$ cat src/rtl/masked_max_pkg.sv
// Shared helpers for the masked-maximum finder: clog2, padded leaf count and
// the frame accumulator state encoding.
package masked_max_pkg;

  typedef enum logic {
    ST_IDLE = 1'b0,
    ST_ACC  = 1'b1
  } acc_state_e;

  function automatic int clog2(input int n);
    int r;
    r = 0;
    for (int i = 0; i < 31; i++) begin
      if ((1 << i) < n) r = i + 1;
    end
    return r;
  endfunction

  // Leaves of the comparison tree, rounded up to a power of two.
  function automatic int pad_leaves(input int n);
    return 1 << clog2(n);
  endfunction

endpackage

$ cat src/rtl/masked_max_node.sv
// One registered two-input masked comparator. Index ports exist only when
// MASKED_MAX_NREG_ARGMAX_EN is defined.
module masked_max_node #(
  parameter int WIDTH = 16
`ifdef MASKED_MAX_NREG_ARGMAX_EN
  ,
  parameter int IDX_W = 3
`endif
) (
  input  logic             clk,
  input  logic [WIDTH-1:0] a_val,
  input  logic             a_mask,
  input  logic [WIDTH-1:0] b_val,
  input  logic             b_mask,
`ifdef MASKED_MAX_NREG_ARGMAX_EN
  input  logic [IDX_W-1:0] a_idx,
  input  logic [IDX_W-1:0] b_idx,
  output logic [IDX_W-1:0] y_idx,
`endif
  output logic [WIDTH-1:0] y_val,
  output logic             y_mask
);

  logic sel_b;

  // a is the lower channel index, so equal values keep a.
  assign sel_b = b_mask && (!a_mask || (b_val > a_val));

  always_ff @(posedge clk) begin
    y_mask <= a_mask | b_mask;
    if (!(a_mask | b_mask)) y_val <= '0;
    else                    y_val <= sel_b ? b_val : a_val;
  end

`ifdef MASKED_MAX_NREG_ARGMAX_EN
  always_ff @(posedge clk) begin
    y_idx <= sel_b ? b_idx : a_idx;
  end
`endif

endmodule

$ cat src/rtl/masked_max_nreg.sv
// Pipelined masked maximum over CHANNELS inputs with per-frame accumulation.
// Define MASKED_MAX_NREG_ARGMAX_EN to build winner index and beat tracking.
module masked_max_nreg
  import masked_max_pkg::*;
#(
  parameter int WIDTH    = 16,
  parameter int CHANNELS = 8,
  parameter int BEAT_W   = 16,
  localparam int LEVELS  = clog2(CHANNELS),
  localparam int IDX_W   = (LEVELS < 1) ? 1 : LEVELS
) (
  input  logic                      clk,
  input  logic                      rst_n,
  input  logic                      in_valid,
  input  logic [CHANNELS*WIDTH-1:0] in_data,
  input  logic [CHANNELS-1:0]       in_mask,
  input  logic                      in_first,
  input  logic                      in_last,
  output logic                      out_valid,
  output logic [WIDTH-1:0]          out_max,
  output logic                      out_any,
  output logic [IDX_W-1:0]          out_idx,
  output logic [BEAT_W-1:0]         out_beat
);

  localparam int NLEAF = pad_leaves(CHANNELS);
  localparam int NNODE = 2 * NLEAF - 1;

  logic [CHANNELS*WIDTH-1:0] data_p0;
  logic [CHANNELS-1:0]       mask_p0;
  logic [LEVELS:0]           vld_p;
  logic [LEVELS:0]           first_p;
  logic [LEVELS:0]           last_p;

  // Stage p0: input register; flags are qualified by in_valid here.
  always_ff @(posedge clk) begin
    data_p0 <= in_data;
    mask_p0 <= in_mask;
  end

  always_ff @(posedge clk or negedge rst_n) begin
    if (!rst_n) begin
      vld_p   <= '0;
      first_p <= '0;
      last_p  <= '0;
    end else begin
      vld_p   <= {vld_p[LEVELS-1:0], in_valid};
      first_p <= {first_p[LEVELS-1:0], in_valid & in_first};
      last_p  <= {last_p[LEVELS-1:0], in_valid & in_last};
    end
  end

  // Stages p1..pLEVELS: heap-ordered tree, node k fed by 2k+1 (lower) and 2k+2.
  logic [WIDTH-1:0] t_val  [NNODE];
  logic             t_mask [NNODE];
`ifdef MASKED_MAX_NREG_ARGMAX_EN
  logic [IDX_W-1:0] t_idx  [NNODE];
`endif

  for (genvar i = 0; i < NLEAF; i++) begin : g_leaf
    if (i < CHANNELS) begin : g_real
      assign t_val[NLEAF-1+i]  = data_p0[i*WIDTH +: WIDTH];
      assign t_mask[NLEAF-1+i] = mask_p0[i];
    end else begin : g_pad
      assign t_val[NLEAF-1+i]  = '0;
      assign t_mask[NLEAF-1+i] = 1'b0;
    end
`ifdef MASKED_MAX_NREG_ARGMAX_EN
    assign t_idx[NLEAF-1+i] = IDX_W'(i);
`endif
  end

  for (genvar k = 0; k < NLEAF - 1; k++) begin : g_node
    masked_max_node #(
      .WIDTH(WIDTH)
`ifdef MASKED_MAX_NREG_ARGMAX_EN
      ,
      .IDX_W(IDX_W)
`endif
    ) u_node (
      .clk   (clk),
      .a_val (t_val[2*k+1]),
      .a_mask(t_mask[2*k+1]),
      .b_val (t_val[2*k+2]),
      .b_mask(t_mask[2*k+2]),
`ifdef MASKED_MAX_NREG_ARGMAX_EN
      .a_idx (t_idx[2*k+1]),
      .b_idx (t_idx[2*k+2]),
      .y_idx (t_idx[k]),
`endif
      .y_val (t_val[k]),
      .y_mask(t_mask[k])
    );
  end

  // Final stage: frame accumulator and registered result.
  acc_state_e       state;
  logic [WIDTH-1:0] acc_max, nxt_max;
  logic             acc_any, nxt_any;
  logic             r_vld, r_first, r_last;
  logic             open_beat, cont_beat, take, load, emit;

  assign r_vld     = vld_p[LEVELS];
  assign r_first   = first_p[LEVELS];
  assign r_last    = last_p[LEVELS];
  assign open_beat = r_vld && r_first;
  assign cont_beat = r_vld && !r_first && (state == ST_ACC);
  assign take      = t_mask[0] && (!acc_any || (t_val[0] > acc_max));
  assign load      = open_beat || (cont_beat && take);
  assign emit      = (open_beat || cont_beat) && r_last;

  always_comb begin
    nxt_max = acc_max;
    nxt_any = acc_any;
    if (load) begin
      nxt_max = t_val[0];
      nxt_any = t_mask[0];
    end
  end

  always_ff @(posedge clk) begin
    if (open_beat || cont_beat) begin
      acc_max <= nxt_max;
      acc_any <= nxt_any;
    end
  end

  always_ff @(posedge clk or negedge rst_n) begin
    if (!rst_n) begin
      state     <= ST_IDLE;
      out_valid <= 1'b0;
      out_max   <= '0;
      out_any   <= 1'b0;
    end else begin
      out_valid <= emit;
      if (emit) begin
        out_max <= nxt_max;
        out_any <= nxt_any;
      end
      if (open_beat)                state <= r_last ? ST_IDLE : ST_ACC;
      else if (cont_beat && r_last) state <= ST_IDLE;
    end
  end

`ifdef MASKED_MAX_NREG_ARGMAX_EN
  function automatic logic [BEAT_W-1:0] sat_inc(input logic [BEAT_W-1:0] v);
    return (&v) ? v : v + 1'b1;
  endfunction

  logic [IDX_W-1:0]  acc_idx, nxt_idx;
  logic [BEAT_W-1:0] acc_beat, nxt_beat, beat_cnt, cur_beat;

  assign cur_beat = r_first ? '0 : sat_inc(beat_cnt);

  always_comb begin
    nxt_idx  = acc_idx;
    nxt_beat = acc_beat;
    if (load) begin
      nxt_idx  = t_idx[0];
      nxt_beat = cur_beat;
    end
  end

  always_ff @(posedge clk) begin
    if (open_beat || cont_beat) begin
      beat_cnt <= cur_beat;
      acc_idx  <= nxt_idx;
      acc_beat <= nxt_beat;
    end
  end

  always_ff @(posedge clk or negedge rst_n) begin
    if (!rst_n) begin
      out_idx  <= '0;
      out_beat <= '0;
    end else if (emit) begin
      out_idx  <= nxt_any ? nxt_idx : '0;
      out_beat <= nxt_any ? nxt_beat : '0;
    end
  end
`else
  assign out_idx  = '0;
  assign out_beat = '0;
`endif

endmodule

$ cat config.mk
export PLATFORM = sky130hd
export DESIGN_NAME = masked_max_nreg
export DESIGN_NICKNAME = d
export VERILOG_FILES = /design/src/rtl/masked_max_pkg.sv /design/src/rtl/masked_max_node.sv /design/src/rtl/masked_max_nreg.sv
export SDC_FILE = /design/constraint.sdc
export NUM_CORES = 1
export LEC_CHECK = 0
export CORE_MARGIN = 8
export CORE_UTILIZATION = 58
export CTS_BUF_LIST = sky130_fd_sc_hd__clkbuf_16
export CTS_CLUSTER_SIZE = 24
export DETAILED_ROUTE_END_ITERATION = 7
export GPL_ROUTABILITY_DRIVEN = 0
export GPL_TIMING_DRIVEN = 0
export PLACE_DENSITY = 0.85
export SLEW_MARGIN = 20
export SYNTH_ARGS = -nofsm -noshare
export SYNTH_HDL_FRONTEND = slang
export SYNTH_SLANG_ARGS = --single-unit
export TNS_END_PERCENT = 30
$ cat constraint.sdc
create_clock -name clk -period 4.9 [get_ports clk]
set_input_delay 0.735 -clock clk [delete_from_list [all_inputs] [get_ports clk]]
set_output_delay 0.735 -clock clk [all_outputs]
set_load 0.01 [all_outputs]
Word-level counts from Yosys, hierarchy flattened
Index checks and enable logic that the tools add are counted.
Word-level totals
  flip-flop bits (word level): 303
  latch bits: 0
  memory bits (writable): 0
  ROM bits: 0
  input port bits: 141
  output and inout port bits: 37
  logic and storage cells: 88
  memories: 0
Cells by class
  add/subtract/negate cells: 0
  multipliers: 0
  divide/modulo/power cells: 0
  $lt $le $gt $ge: 8
  equality and inequality tests: 0
  shift operators: 0
  muxes and demuxes: 12
  bitwise logic cells: 9
  reduce and logical (&&, ||, !) cells: 34
Operators by type and width (count)
  $gt 16x16->1: 8
  $mux 16: 8
  $logic_and 1x1->1: 14
  $logic_or 1x1->1: 10
  $logic_not 1->1: 9
  $or 1x1->1: 7
  $mux 1: 4
  $and 1x1->1: 2
  $reduce_bool 2->1: 1

Longest topological paths before layout
Gate-level depths: netlist of run 1.
  word-level depth: 6
  depth in mapped cells: 11
  mapped depth without buffers: 9

Hierarchy
A second synthesis of run 1 with hierarchy kept.
Unflattened totals
  cells, all modules: 1004
  area total of the unflattened synthesis: 11865.1 um^2
By module, submodules not included
  masked_max_node: instances 7, cells each 99, area an instance 962.2 um^2, sequential area each 340.3 um^2
  masked_max_nreg: instances 1, cells each 311, area an instance 5129.9 um^2, sequential area each 4008.8 um^2

Worst setup path after synthesis of run 1
Ideal clock, no wire load.
  path kind: reg2reg
  start point: reg acc_max[1]
  end point: reg acc_max[0], data pin
  library setup time: 0.262 ns
  data arrival time: 1.922 ns
  data required time: 4.638 ns
  setup slack: 2.715 ns
  stages on the path, launching flop included: 10
  buffers on the path: 1
  period minus slack after synthesis: 2.185 ns
  cells stage by stage: edfxtp_1 > inv_1 > ha_1 > nor2b_1 > o211ai_1 > a21boi_1 > o41ai_2 > nand2_1 > buf_2 > mux2_1
Between the ends
  cells in the longest elaborated chain, start to end: 6
Ends and longest elaborated chain
  start: declaration: line masked_max_nreg.sv:98  | logic [WIDTH-1:0] acc_max, nxt_max;
  start signal: assignment: line masked_max_nreg.sv:123  | acc_max <= nxt_max;
  $gt 16x16->1: line masked_max_nreg.sv:108  | assign take = t_mask[0] && (!acc_any || (t_val[0] > acc_max));
  $logic_or 1x1->1: line masked_max_nreg.sv:108
  $logic_and 1x1->1: line masked_max_nreg.sv:108
  $logic_and 1x1->1: line masked_max_nreg.sv:109  | assign load = open_beat || (cont_beat && take);
  $logic_or 1x1->1: line masked_max_nreg.sv:109
  $mux 16: line masked_max_nreg.sv:115  | if (load) begin
  named net nxt_max[0]: line masked_max_nreg.sv:98
The timed path passes the listed nets, and every way through them passes these cells.
A chain may end at the register's enable or synchronous reset.

Final worst setup path of run 1
  start point: reg acc_max[15]
  end point: reg acc_max[6], data pin
The elaborated chain is that of the path after synthesis.

==> flow_summary.ini, run 1 <==
[routing]
remaining_drc_errors = 0
vias = 8225
drt-pass1-iter-count = 5
routed_wl_um = 24760
vias_per_cell = 5.239
dr.first_iter.drc_count = 329
drt.antenna.violating_nets = 0
wl_per_cell_um = 15.77

[clock_network]
cts_resized = 0
clockRootBuffer = clkbuf_16
cts_tree = done
clk_path_buf_depth = 3
htreeDepth = 1
clk_latency_ps = 550
cts-buffers-inserted = 31
cts_sinks = 303
postCtsSetupRepairBufs = 0
postCtsHoldBufs = 0
clk_pin_slew_ps = 60

[global_route]
grt_pass1_wl_um = 41520
grtUsageTotal = 0.1940
grt_overflow = 0
grt_max_degree = 32
antenna_found_initial = 0
grt_pass1_vias = 8787

[floorplan]
dieArea_mm2 = 0.02520
die_h_um = 158.8
rows = 52
fp.dieW_um = 158.8
boundaryPins = 178
initial_core_util = 0.5879
core_mm2 = 0.02010

[place]
dp.cells = 1513
dp_hpwl_um = 18810
port-buffer-count = 158

[yosys]
yosysSeqAreaShare = 0.5407
ys.warnings.count = 0
yosysUniqueCellTypes = 48
yosys.area_share.simple = 0.1020
synth.area.mux_share = 0.006034
synth-edff-count = 17
ys_ff_latch = 303
syn_avg_cell_area_um2 = 11.08
synth_compound_area_frac = 0.1482
synthCells = 1067
async_reset_ff_frac = 0.1023
syn-cell-area_mm2 = 0.01182
synthXorXnorAreaFrac = 0
synth_top_family_by_area = compound AO/OA/AOI/OAI gates
synthAdderAreaFrac = 0.1355
synth_ff_type = dfxtp_1

[timing]
rsz0062_at_grt = no
relSlewSlack = 0.5196
max_freq_ghz = 0.3865
fin_setup_tns_ps = 0
tightest_slew_ps = 720.6
setup_violations = 0
hold_violations = 0
clock_skew_ps = 6.618
fin_crit_sh = 0.5281
drv_slew = 0
fin_crit_ps = 2588

[critical_path]
crit_family = compound AO/OA/AOI/OAI gates
worst_setup_path_end_kind = register
cp.required_ps = 5200
critPathMaxStageDelay_ps = 490
worst-path-buf-inv = 3
critPathKind = reg2reg
cp_slowest_cell = o41ai_2
crit_fanout = 10
cp.arrival_ps = 2890
crit_chain = inv_1, ha_1, nand4_1, nor3_1, a21boi_1, o41ai_2, nand2_1, buf_2, buf_2, nand2_1, o21ai_1
startpoint_type = register

[finish]
drive_gt1_frac = 0.09077
diodes = 0
final_common_cell = dfxtp_1
fillers = 1350
fin_nets = 1545
stdcell_count = 1570
mostFrequentLayoutCells = dfxtp_1, clkdlybuf4s50_1, inv_1
syn_to_final_growth_pct = 25.35

[power]
ir_drop_uv = 287.5
p_leak_uw = 0.006899
power_density_mw_per_mm2 = 447.2

[flow_run]
cap_violations = 0

[outcome]
status = completed

[worst_hold_path]
hp-class = in2async
## where the power goes
group	internal (uW)	leakage (uW)	switching [uW]
Clock	1340	0.000500	945
Sequential	2830	0.00268	226
Combinational	668	0.00372	612
## kinds of logic after synthesis
group,after synthesis
flip-flops,303
AO/OA/AOI/OAI,227
AND/OR/NAND/NOR,223
buffers and inverters,178
adder cells (fa/ha/maj),128
multiplexers,7
other,1
## synthesized netlist by cell type, drive strengths merged, types with 6 or more instances
| cell type | number | area, um^2 |
|---|---|---|
| nor3 | 37 | 185.2 |
| nand3 | 19 | 95.09 |
| nor2 | 57 | 239.0 |
| dfrtp | 31 | 775.7 |
| mux2i | 6 | 60.06 |
| a211oi | 10 | 75.07 |
| nand4 | 16 | 100.1 |
| o21ai | 38 | 201.5 |
| and3 | 11 | 68.82 |
| edfxtp | 17 | 510.5 |
| ha | 128 | 1602 |
| dfxtp | 255 | 5105 |
| a21oi | 29 | 178.9 |
| nor2b | 15 | 93.84 |
| a21o | 27 | 225.2 |
| or2 | 8 | 50.05 |
| inv | 134 | 503.0 |
| nand3b | 6 | 45.04 |
| a22o | 107 | 937.2 |
| o21a | 8 | 61.31 |
| nand2 | 38 | 142.6 |
| nor4 | 6 | 101.4 |
| buf | 38 | 269.0 |
## per-stage QoR
| stage | cell area, um^2 | setup slack (ps) | hold slack, ps | power [uW] | util |
|---|---|---|---|---|---|
| after floorplan | 11890 | 2715 | 331.2 | 3858 | - |
| after global placement | 13810 | 2434 | 333.4 | 4312 | 0.6868 |
| after detailed placement | 13800 | 2413 | 335.6 | 4367 | 0.6865 |
| after CTS | 14820 | 2365 | 202.2 | 6659 | 0.7370 |
| after global routing | 14820 | 2161 | 247.9 | 6982 | 0.7370 |
| final | 14820 | 2312 | 206.9 | 6626 | 0.7370 |
## path summary, 6_finish.rpt
path	start	slack, ps	cells after the start	to
max in group asynchronous	rst_n	4280	1	first_p[0]$_DFF_PN0_
min reg2reg	vld_p[1]$_DFF_PN0_	350	0	vld_p[2]$_DFF_PN0_
max reg2reg	acc_max[15]$_DFFE_PN_	2310	11	acc_max[6]$_DFFE_PN_
min in group clk	vld_p[1]$_DFF_PN0_	350	0	vld_p[2]$_DFF_PN0_
min	rst_n	210	1	out_valid$_DFF_PN0_
max	acc_max[15]$_DFFE_PN_	2310	11	acc_max[6]$_DFFE_PN_
## flip-flops by register name (all words and copies together) (netlist names), 4 cells and up
register	count
data_p0	128
g_node.u_node.y_mask	7
vld_p	4
out_max	16
mask_p0	8
last_p	4
g_node.u_node.y_val	112
acc_max	16
first_p	4
## routing by layer
layer,track usage,vias up,wire length (um)
met2,0.3462,219,12490
li1,-,4110,-
met1,0.2278,3836,10260
met5,0,-,0
met3,0.03775,60,1301
met4,0.06926,0,708
## cell type report
cell class | count | area [um^2] | share of cell area
Sequential cell | 303 | 6391 | 0.4313
Multi-Input combinational cell | 604 | 4702 | 0.3173
Timing Repair Buffer | 158 | 1577 | 0.1064
Clock buffer | 32 | 800.8 | 0.05404
Inverter | 135 | 506.7 | 0.03420
Tap cell | 270 | 337.8 | 0.02280
Buffer | 43 | 287.8 | 0.01942
Clock inverter | 25 | 214.0 | 0.01444
(Power assumes the default switching activity.)
==> run 2, diff against run 1 <==
--- a/config.mk
+++ b/config.mk
@@ -6,13 +6,13 @@
 export NUM_CORES = 1
 export LEC_CHECK = 0
 export CORE_MARGIN = 8
-export CORE_UTILIZATION = 58
+export CORE_UTILIZATION = 49
 export CTS_BUF_LIST = sky130_fd_sc_hd__clkbuf_16
 export CTS_CLUSTER_SIZE = 24
 export DETAILED_ROUTE_END_ITERATION = 7
 export GPL_ROUTABILITY_DRIVEN = 0
 export GPL_TIMING_DRIVEN = 0
-export PLACE_DENSITY = 0.85
+export PLACE_DENSITY = 0.76
 export SLEW_MARGIN = 20
 export SYNTH_ARGS = -nofsm -noshare
 export SYNTH_HDL_FRONTEND = slang
==> constraint.sdc (replaced) <==
create_clock -name clk -period 2.2 [get_ports clk]
set_input_delay 0.33 -clock clk [delete_from_list [all_inputs] [get_ports clk]]
set_output_delay 0.33 -clock clk [all_outputs]
set_load 0.01 [all_outputs]
==> flow_summary.ini, run 2 (same netlist as run 1, synthesis figures left out) <==
[floorplan]
die_h_um = 171.3
initial_core_util = 0.4918
rows = 57
fp.dieW_um = 171.3
boundaryPins = 178
core_mm2 = 0.02403
dieArea_mm2 = 0.02935

[timing]
max_freq_ghz = 0.4180
fin_crit_ps = 2392
fin_setup_tns_ps = -5006
clock_skew_ps = 9.303
layout_setup_ws_ps = -192.2
rsz0062_at_grt = yes
setup_violations = 64
relSlewSlack = 0.4693
fin_crit_sh = 1.087
drv_slew = 0
hold_violations = 0
hold_ws_ps = 229.2
tightest_slew_ps = 796.1

[routing]
dr.first_iter.drc_count = 402
remaining_drc_errors = 0
drt.antenna.violating_nets = 0
vias = 8290
drt-pass1-iter-count = 6
wl_per_cell_um = 15.70
vias_per_cell = 5.015
routed_wl_um = 25960

[finish]
stdcell_count = 1653
fin_nets = 1578
diodes = 0
reg.largest.list = data_p0 (128), g_node.u_node.y_val (112)
syn_to_final_growth_pct = 32.30
fillers = 1804
mostFrequentLayoutCells = dfxtp_1, clkdlybuf4s50_1, inv_1
top_register = data_p0
largest_register_ffs = 128
drive_gt1_frac = 0.1791
final_common_cell = dfxtp_1

[critical_path]
worst-path-buf-inv = 3
critPathLaunch = acc_max[4]$_DFFE_PN_
cp.arrival_ps = 2670
crit_fanout = 10
cp_slowest_cell = edfxtp_1
rr_endpoint = acc_max[13]$_DFFE_PN_
critPathKind = reg2reg
critPathMaxStageDelay_ps = 410
worst_setup_path_end_kind = register
rr_startpoint = acc_max[4]$_DFFE_PN_
cp.required_ps = 2480
crit_chain = inv_1, ha_1, nand4_1, nor3_2, a21boi_2, o41ai_2, nand2_1, buf_6, buf_6, nand2_1, o21ai_1
r2r_slack_ps = -190
rr_worst_depth = 11
crit_family = compound AO/OA/AOI/OAI gates
startpoint_type = register

[worst_hold_path]
min_path_cells = 1
timing.hold.worst.start = in_data[1]
hp-class = in2reg
hold_end = data_p0[1]$_DFF_P_

[clock_network]
clk_path_buf_depth = 3
cts_sinks = 303
htreeDepth = 1
cts_tree = done
clk_latency_ps = 540
clk_pin_slew_ps = 60
clockRootBuffer = clkbuf_16
cts-buffers-inserted = 29

[place]
pre_cts_slack_ps = -303.0
dp.cells = 1567
port-buffer-count = 158
dp_hpwl_um = 18890

[power]
power_density_mw_per_mm2 = 962.8
p_leak_uw = 0.007128
ir_drop_uv = 674.7
total_power_uw = 15060

[global_route]
grt_overflow = 0
grtUsageTotal = 0.1699
grt_pass1_wl_um = 40950
grt_pass1_vias = 8543
grt_max_degree = 32
antenna_found_initial = 0

[flow_run]
cap_violations = 0

[outcome]
status = finished, violations left
failed_checks = negative setup slack
[run 2: worst register-to-register path, cell delays in order (launching register included)]
cell      delay, ps
edfxtp_1        410
inv_1            90
ha_1            300
nand4_1         100
nor3_2           70
a21boi_2        160
o41ai_2         410
nand2_1         140
buf_6           160
buf_6           140
nand2_1          80
o21ai_1          80
[run 2: how the worst max path moves through the flow]
| stage | depth (start not counted) | to |
|---|---|---|
| 4_1_cts | 8 | acc_max[0]$_DFFE_PN_ |
| 3_5_place_dp | 11 | acc_max[12]$_DFFE_PN_ |
| 5_1_grt | 11 | out_max[13]$_DFFE_PN0P_ |
| 2_1_floorplan | 9 | acc_max[0]$_DFFE_PN_ |
| 6_report | 11 | acc_max[13]$_DFFE_PN_ |
| 3_3_place_gp | 11 | acc_max[1]$_DFFE_PN_ |
[run 2: layout make-up]
cell class	count	area, um^2	area share
sequential	303	6410	0.4099
timing repair buffer	195	1893	0.1211
inverter	135	506.7	0.03241
tap	324	405.4	0.02592
buffer	41	360.3	0.02304
clock buffer	31	775.7	0.04961
clock inverter	20	168.9	0.01080
multi-input combinational	604	5117	0.3273
[run 2: power breakdown]
group          switching (uW)  internal (uW)  total [uW]
combinational            1530           1780        3300
clock                    2010           2870        4880
sequential                555           6310        6870
[run 2: layer usage]
metal | GRT usage | up-vias | part of all wire
met5 | 0 | - | 0
met4 | 0.04953 | 0 | 0.023
met3 | 0.03053 | 48 | 0.051
met2 | 0.3023 | 195 | 0.50
met1 | 0.2067 | 3866 | 0.43
li1 | - | 4181 | -
[run 2: what timing repair did]
| item | in CTS | in global routing |
|---|---|---|
| pin swaps | 23 | 48 |
| gates resized for setup | 65 | 72 |
| setup buffers | 17 | 16 |
| setup endpoints to repair | 107 | 126 |
| hold buffers | 1 | 0 |
| endpoints found under the hold margin | 31 | 0 |
| gates cloned | 1 | 2 |
[run 2: through the flow]
stage | area [um^2] | util
3_3_place_gp | 13870 | 0.5773
5_1_grt | 15640 | 0.6506
2_1_floorplan | 11890 | -
4_1_cts | 15190 | 0.6319
3_5_place_dp | 13870 | 0.5771
6_report | 15640 | 0.6506
==> run 3, diff against run 2 <==
--- a/config.mk
+++ b/config.mk
@@ -6,13 +6,13 @@
 export NUM_CORES = 1
 export LEC_CHECK = 0
 export CORE_MARGIN = 8
-export CORE_UTILIZATION = 49
+export CORE_UTILIZATION = 54
 export CTS_BUF_LIST = sky130_fd_sc_hd__clkbuf_16
 export CTS_CLUSTER_SIZE = 24
 export DETAILED_ROUTE_END_ITERATION = 7
 export GPL_ROUTABILITY_DRIVEN = 0
 export GPL_TIMING_DRIVEN = 0
-export PLACE_DENSITY = 0.76
+export PLACE_DENSITY = 0.8
 export SLEW_MARGIN = 20
 export SYNTH_ARGS = -nofsm -noshare
 export SYNTH_HDL_FRONTEND = slang
==> constraint.sdc (replaced) <==
create_clock -name clk -period 2.5 [get_ports clk]
set_input_delay 0.375 -clock clk [delete_from_list [all_inputs] [get_ports clk]]
set_output_delay 0.375 -clock clk [all_outputs]
set_load 0.01 [all_outputs]
==> flow_summary.ini, run 3 (same netlist as run 1, synthesis figures left out) <==
[routing]
drt-pass1-iter-count = 5
routed_wl_um = 24240
dr_wl_met2_um = 12100
remaining_drc_errors = 0
drt.antenna.violating_nets = 0
vias_per_cell = 5.130
wl_per_cell_um = 15.20
m1WireLength_um = 10330
dr.first_iter.drc_count = 383
top_layer_used = met4
vias = 8183
dr_wl_met3_um = 1427

[critical_path]
crit_fanout = 5
cp.required_ps = 2790
startpoint_type = register
critPathKind = reg2reg
worst_setup_path_end_kind = register
cp.arrival_ps = 2760
rr_startpoint = acc_max[10]$_DFFE_PN_
critPathLaunch = acc_max[10]$_DFFE_PN_

[clock_network]
htreeDepth = 1
clk_path_buf_depth = 3
cts_sinks = 303
clockRootBuffer = clkbuf_16
cts-buffers-inserted = 31
cts_tree = done
clk_pin_slew_ps = 60
clk_latency_ps = 540

[power]
total_power_uw = 13100
power_density_mw_per_mm2 = 871.6
p_leak_uw = 0.006996
ir_drop_uv = 598.1

[timing]
tightest_slew_ps = 792.3
layout_setup_ws_ps = 32.21
max_freq_ghz = 0.4052
clock_skew_ps = 11.53
fin_crit_sh = 0.9871
hold_ws_ps = 269.2
drv_slew = 0
relSlewSlack = 0.4718
hold_violations = 0
setup_violations = 0
fin_crit_ps = 2468

[floorplan]
die_h_um = 164.0
fp.dieW_um = 164.0
rows = 54
boundaryPins = 178
dieArea_mm2 = 0.02688
core_mm2 = 0.02169
initial_core_util = 0.5450

[global_route]
antenna_found_initial = 0
grt_overflow = 0
grtUsageTotal = 0.1755
grt_max_degree = 32
grt_pass1_wl_um = 38960
grt_pass1_vias = 8259

[finish]
syn_to_final_growth_pct = 27.12
top_register = data_p0
drive_gt1_frac = 0.1118
utilization = 0.6928
mostFrequentLayoutCells = dfxtp_1, clkdlybuf4s50_1, inv_1
diodes = 0
final_common_cell = dfxtp_1
fin_nets = 1560
reg.largest.list = data_p0 (128), g_node.u_node.y_val (112)
largest_register_ffs = 128

[worst_hold_path]
timing.hold.worst.start = in_data[122]
hp-class = in2reg

[flow_run]
cap_violations = 0

[place]
pre_cts_slack_ps = 7.392
port-buffer-count = 158
dp_hpwl_um = 18870

[outcome]
status = completed
==> run 3: cell types whose count changed in the layout (fill, tap and decap cells not counted), moves of 10 or more <==
cell and delta:
nor3_2 -13, buf_4 -16, buf_6 -10, nor3_1 +17
dfxtp_2 -15, dfxtp_1 +15
==> run 3: worst max-delay path, stage by stage (launching register included) <==
cell and delay [ps]:
edfxtp_1 400, inv_1 120, ha_1 250, nand4_1 140, nor3_1 90, a21boi_1 140
o41ai_2 440, nand2_1 170, buf_6 170, mux2_1 300
==> run 3: power by group <==
group	switching [uW]	internal [uW]	total, uW
registers	456	5550	6010
logic	1200	1370	2570
clock network	1860	2650	4510
==> run 3: path summary, 6_finish.rpt <==
kind / cells after the start / to / slack (ps)
min in group asynchronous: 2 / out_max[7]$_DFFE_PN0P_ / 390
max: 9 / acc_max[0]$_DFFE_PN_ / 30
min reg2reg: 0 / first_p[2]$_DFF_PN0_ / 350
max reg2reg: 9 / acc_max[0]$_DFFE_PN_ / 30
max in group asynchronous: 2 / vld_p[3]$_DFF_PN0_ / 1690
min: 1 / data_p0[122]$_DFF_P_ / 270
==> run 3: cell type report <==
type	instances	area, um^2
fill	1586	6663
clock inverter	25	229.0
sequential	303	6391
buffer	43	311.5
inverter	135	506.7
tap	280	350.3
clock buffer	32	800.8
multi-input combinational	604	4747
timing repair buffer	173	1689
==> run 3: through the flow <==
stage,TNS [ps],instance area [um^2],cells
2_1_floorplan,0,11890,1085
3_3_place_gp,0,13820,1523
3_5_place_dp,0,13810,1523
4_1_cts,0,14860,1582
5_1_grt,-216.4,15030,1595
6_report,0,15030,1595
==> run 3: routing by layer <==
layer | vias to the layer above | track usage
met2 | 188 | 0.3110
met5 | - | 0
met4 | 0 | 0.04917
met3 | 35 | 0.03258
li1 | 4136 | -
met1 | 3824 | 0.2141
==> run 3: timing repair <==
| item | CTS | global route |
|---|---|---|
| resized for setup | 0 | 22 |
| hold endpoints to repair | 31 | 0 |
| setup buffers | 1 | 12 |
| setup endpoints to repair | 16 | 54 |
| pin swaps | 1 | 10 |
| cloned | 0 | 1 |
| hold buffers | 1 | 0 |
==> variant, RTL diff (flow settings as in run 2) <==
`WIDTH` is set to 16 in 2 places; all go to 24.
--- a/src/rtl/masked_max_node.sv
+++ b/src/rtl/masked_max_node.sv
@@ -2,5 +2,5 @@
 // MASKED_MAX_NREG_ARGMAX_EN is defined.
 module masked_max_node #(
-  parameter int WIDTH = 16
+  parameter int WIDTH = 24
 `ifdef MASKED_MAX_NREG_ARGMAX_EN
   ,
--- a/src/rtl/masked_max_nreg.sv
+++ b/src/rtl/masked_max_nreg.sv
@@ -4,5 +4,5 @@
   import masked_max_pkg::*;
 #(
-  parameter int WIDTH    = 16,
+  parameter int WIDTH    = 24,
   parameter int CHANNELS = 8,
   parameter int BEAT_W   = 16,
Interface: changed (resized in_data and out_max); port bits go from 178 to 250. The function was not compared with the original's and may differ.
==> variant against run 2 <==
The flow still finishes with violations (setup timing). Design area grew 56%. Die area increased by 45%. Critical path depth unchanged. Wire length increased by 77%. Count of clock-buffer cells in the layout is 15 higher. Power grew 53%. Sequential cell count up 136. Maximum frequency is 11% lower. Synthesized area up 50%. Via count grew 55%. Global-route usage increased by 3.3 points. Clock skew up 0.015 ns. Setup slack got worse by 0.29 ns. Critical endpoint is now out_max[22]$_DFFE_PN0P_. Largest power group unchanged.
==> variant: results (changes against run 2) <==
Top Registers=data_p0 (192), g_node.u_node.y_val (168) (was data_p0 (128), g_node.u_node.y_val (112)); top cells by area, synth=dfxtp_1 42%, ha_1 14%, inv_1 6.2% (was dfxtp_1 43%, ha_1 14%, a22o_1 7.9%); Post-synth EDFFs=25 (was 17); part of the power in registers=43.1% (was 45.6%); final worst slack=-0.481 ns (was -0.192 ns); Worst-Skew Late Latency=0.57 ns (was 0.54 ns); gate count of the mapped netlist=1623 (was 1067); TritonCTS Buffers=45 (was 29); failing checks=setup timing (unchanged); Critical Path Fanout Max=6 (was 10); WP data arrival=3.11 ns (was 2.67 ns); sequential cell area fraction in the yosys report=52.0% (was 54.1%); fin cells=2479 (was 1653); drt pass-1 iters=5 (was 6); layout cells sized above 1=25.1% (was 17.9%); Synth Area in Adders=13.5% (about the same); dpl cell area=0.0208 mm2 (was 0.0139 mm2); routed wl met2=22700 um (was 12900 um); M2 GR Usage=35.3% (was 30.2%); vias in the first global route=13453 (was 8543); mux cell area share after synthesis=7.94% (was 0.603%); status=complete, but fails checks (unchanged); vias per cell=5.18 (was 5.02); DP Worst Slack=-0.531 ns (was -0.303 ns); final hold slack=0.142 ns (was 0.229 ns); clk_skew=0.0240 ns (was 0.00930 ns); Synth Area in XOR/XNOR=0% (unchanged); port bufs=230 (was 158); internal power=16.7 mW (was 11.0 mW); largest net degree at the start of global routing=36 (was 32); P_leak=11.3 nW (was 7.13 nW); hpwl dp=32500 um (was 18900 um); Worst Tran Pin Value=0.579 ns (was 0.796 ns); HP Class=in -> async (was in -> reg); reg2reg end=out_max[22]$_DFFE_PN0P_ (was acc_max[13]$_DFFE_PN_); r2r startpoint=acc_max[19]$_DFFE_PN_ (was acc_max[4]$_DFFE_PN_); post-CTS setup buffer count=44 (was 17); met1 usage=25.1% (was 20.7%); final setup TNS=-53.40 ns (was -5.01 ns); top post-synthesis cells by count=375 x dfxtp_1, 293 x inv_1, 192 x ha_1, 104 x nand2_1 (was 255 x dfxtp_1, 134 x inv_1, 128 x ha_1, 107 x a22o_1, 53 x nor2_1); Comb. pwr=5.61 mW (was 3.30 mW); first-pass GRT wire length=68900 um (was 41000 um); DRT iter0 DRCs=713 (was 402); Max VDD drop=757 uV (was 675 uV); CTS H-tree depth=2 (was 1); gr usage total=20.3% (was 17.0%); placed insts=2333 (was 1567); PostCTS Resize Cnt=243 (was 65); antenna violations before repair=0 (unchanged); met3 Use GR=3.59% (was 3.05%); final setup fails=216 (was 64); Synth cell types=56 (was 48); Switching Share=27.5% (was 27.2%); post-synthesis compound-gate area fraction=10.7% (was 14.8%); async set-reset flop share out of synthesis=8.88% (was 10.2%); Layout Nets=2380 (was 1578); Met1 Wirelength=19700 um (was 11100 um)
[variant: cell count changes after synthesis, moves of 19 or more]
cell,run 2,this run
dfxtp_1,255,375
nor2_1,53,17
nand2_1,38,104
nand4_1,16,41
mux2_4,0,40
mux2i_1,6,72
ha_1,128,192
o21ai_0,16,39
nor3_1,37,8
inv_1,134,293
a22o_1,107,72
a21oi_1,26,45
[variant: critical path, stage by stage, from the launching register on]
cell,delay (ns)
edfxtp_1,0.36
inv_1,0.08
ha_4,0.28
nand4_1,0.15
buf_4,0.18
nor4_4,0.22
o31ai_4,0.15
a32oi_4,0.25
buf_12,0.17
buf_8,0.13
mux2_4,0.32
mux2_4,0.26
[variant: cell type report]
class / instances / area, um2
buffer: 60 / 527
clock buffer: 46 / 1150
clock inverter: 36 / 320
fill: 2451 / 11200
inverter: 293 / 1100
multi-input combinational: 848 / 8430
sequential: 439 / 9340
tap: 461 / 577
timing repair buffer: 296 / 3000
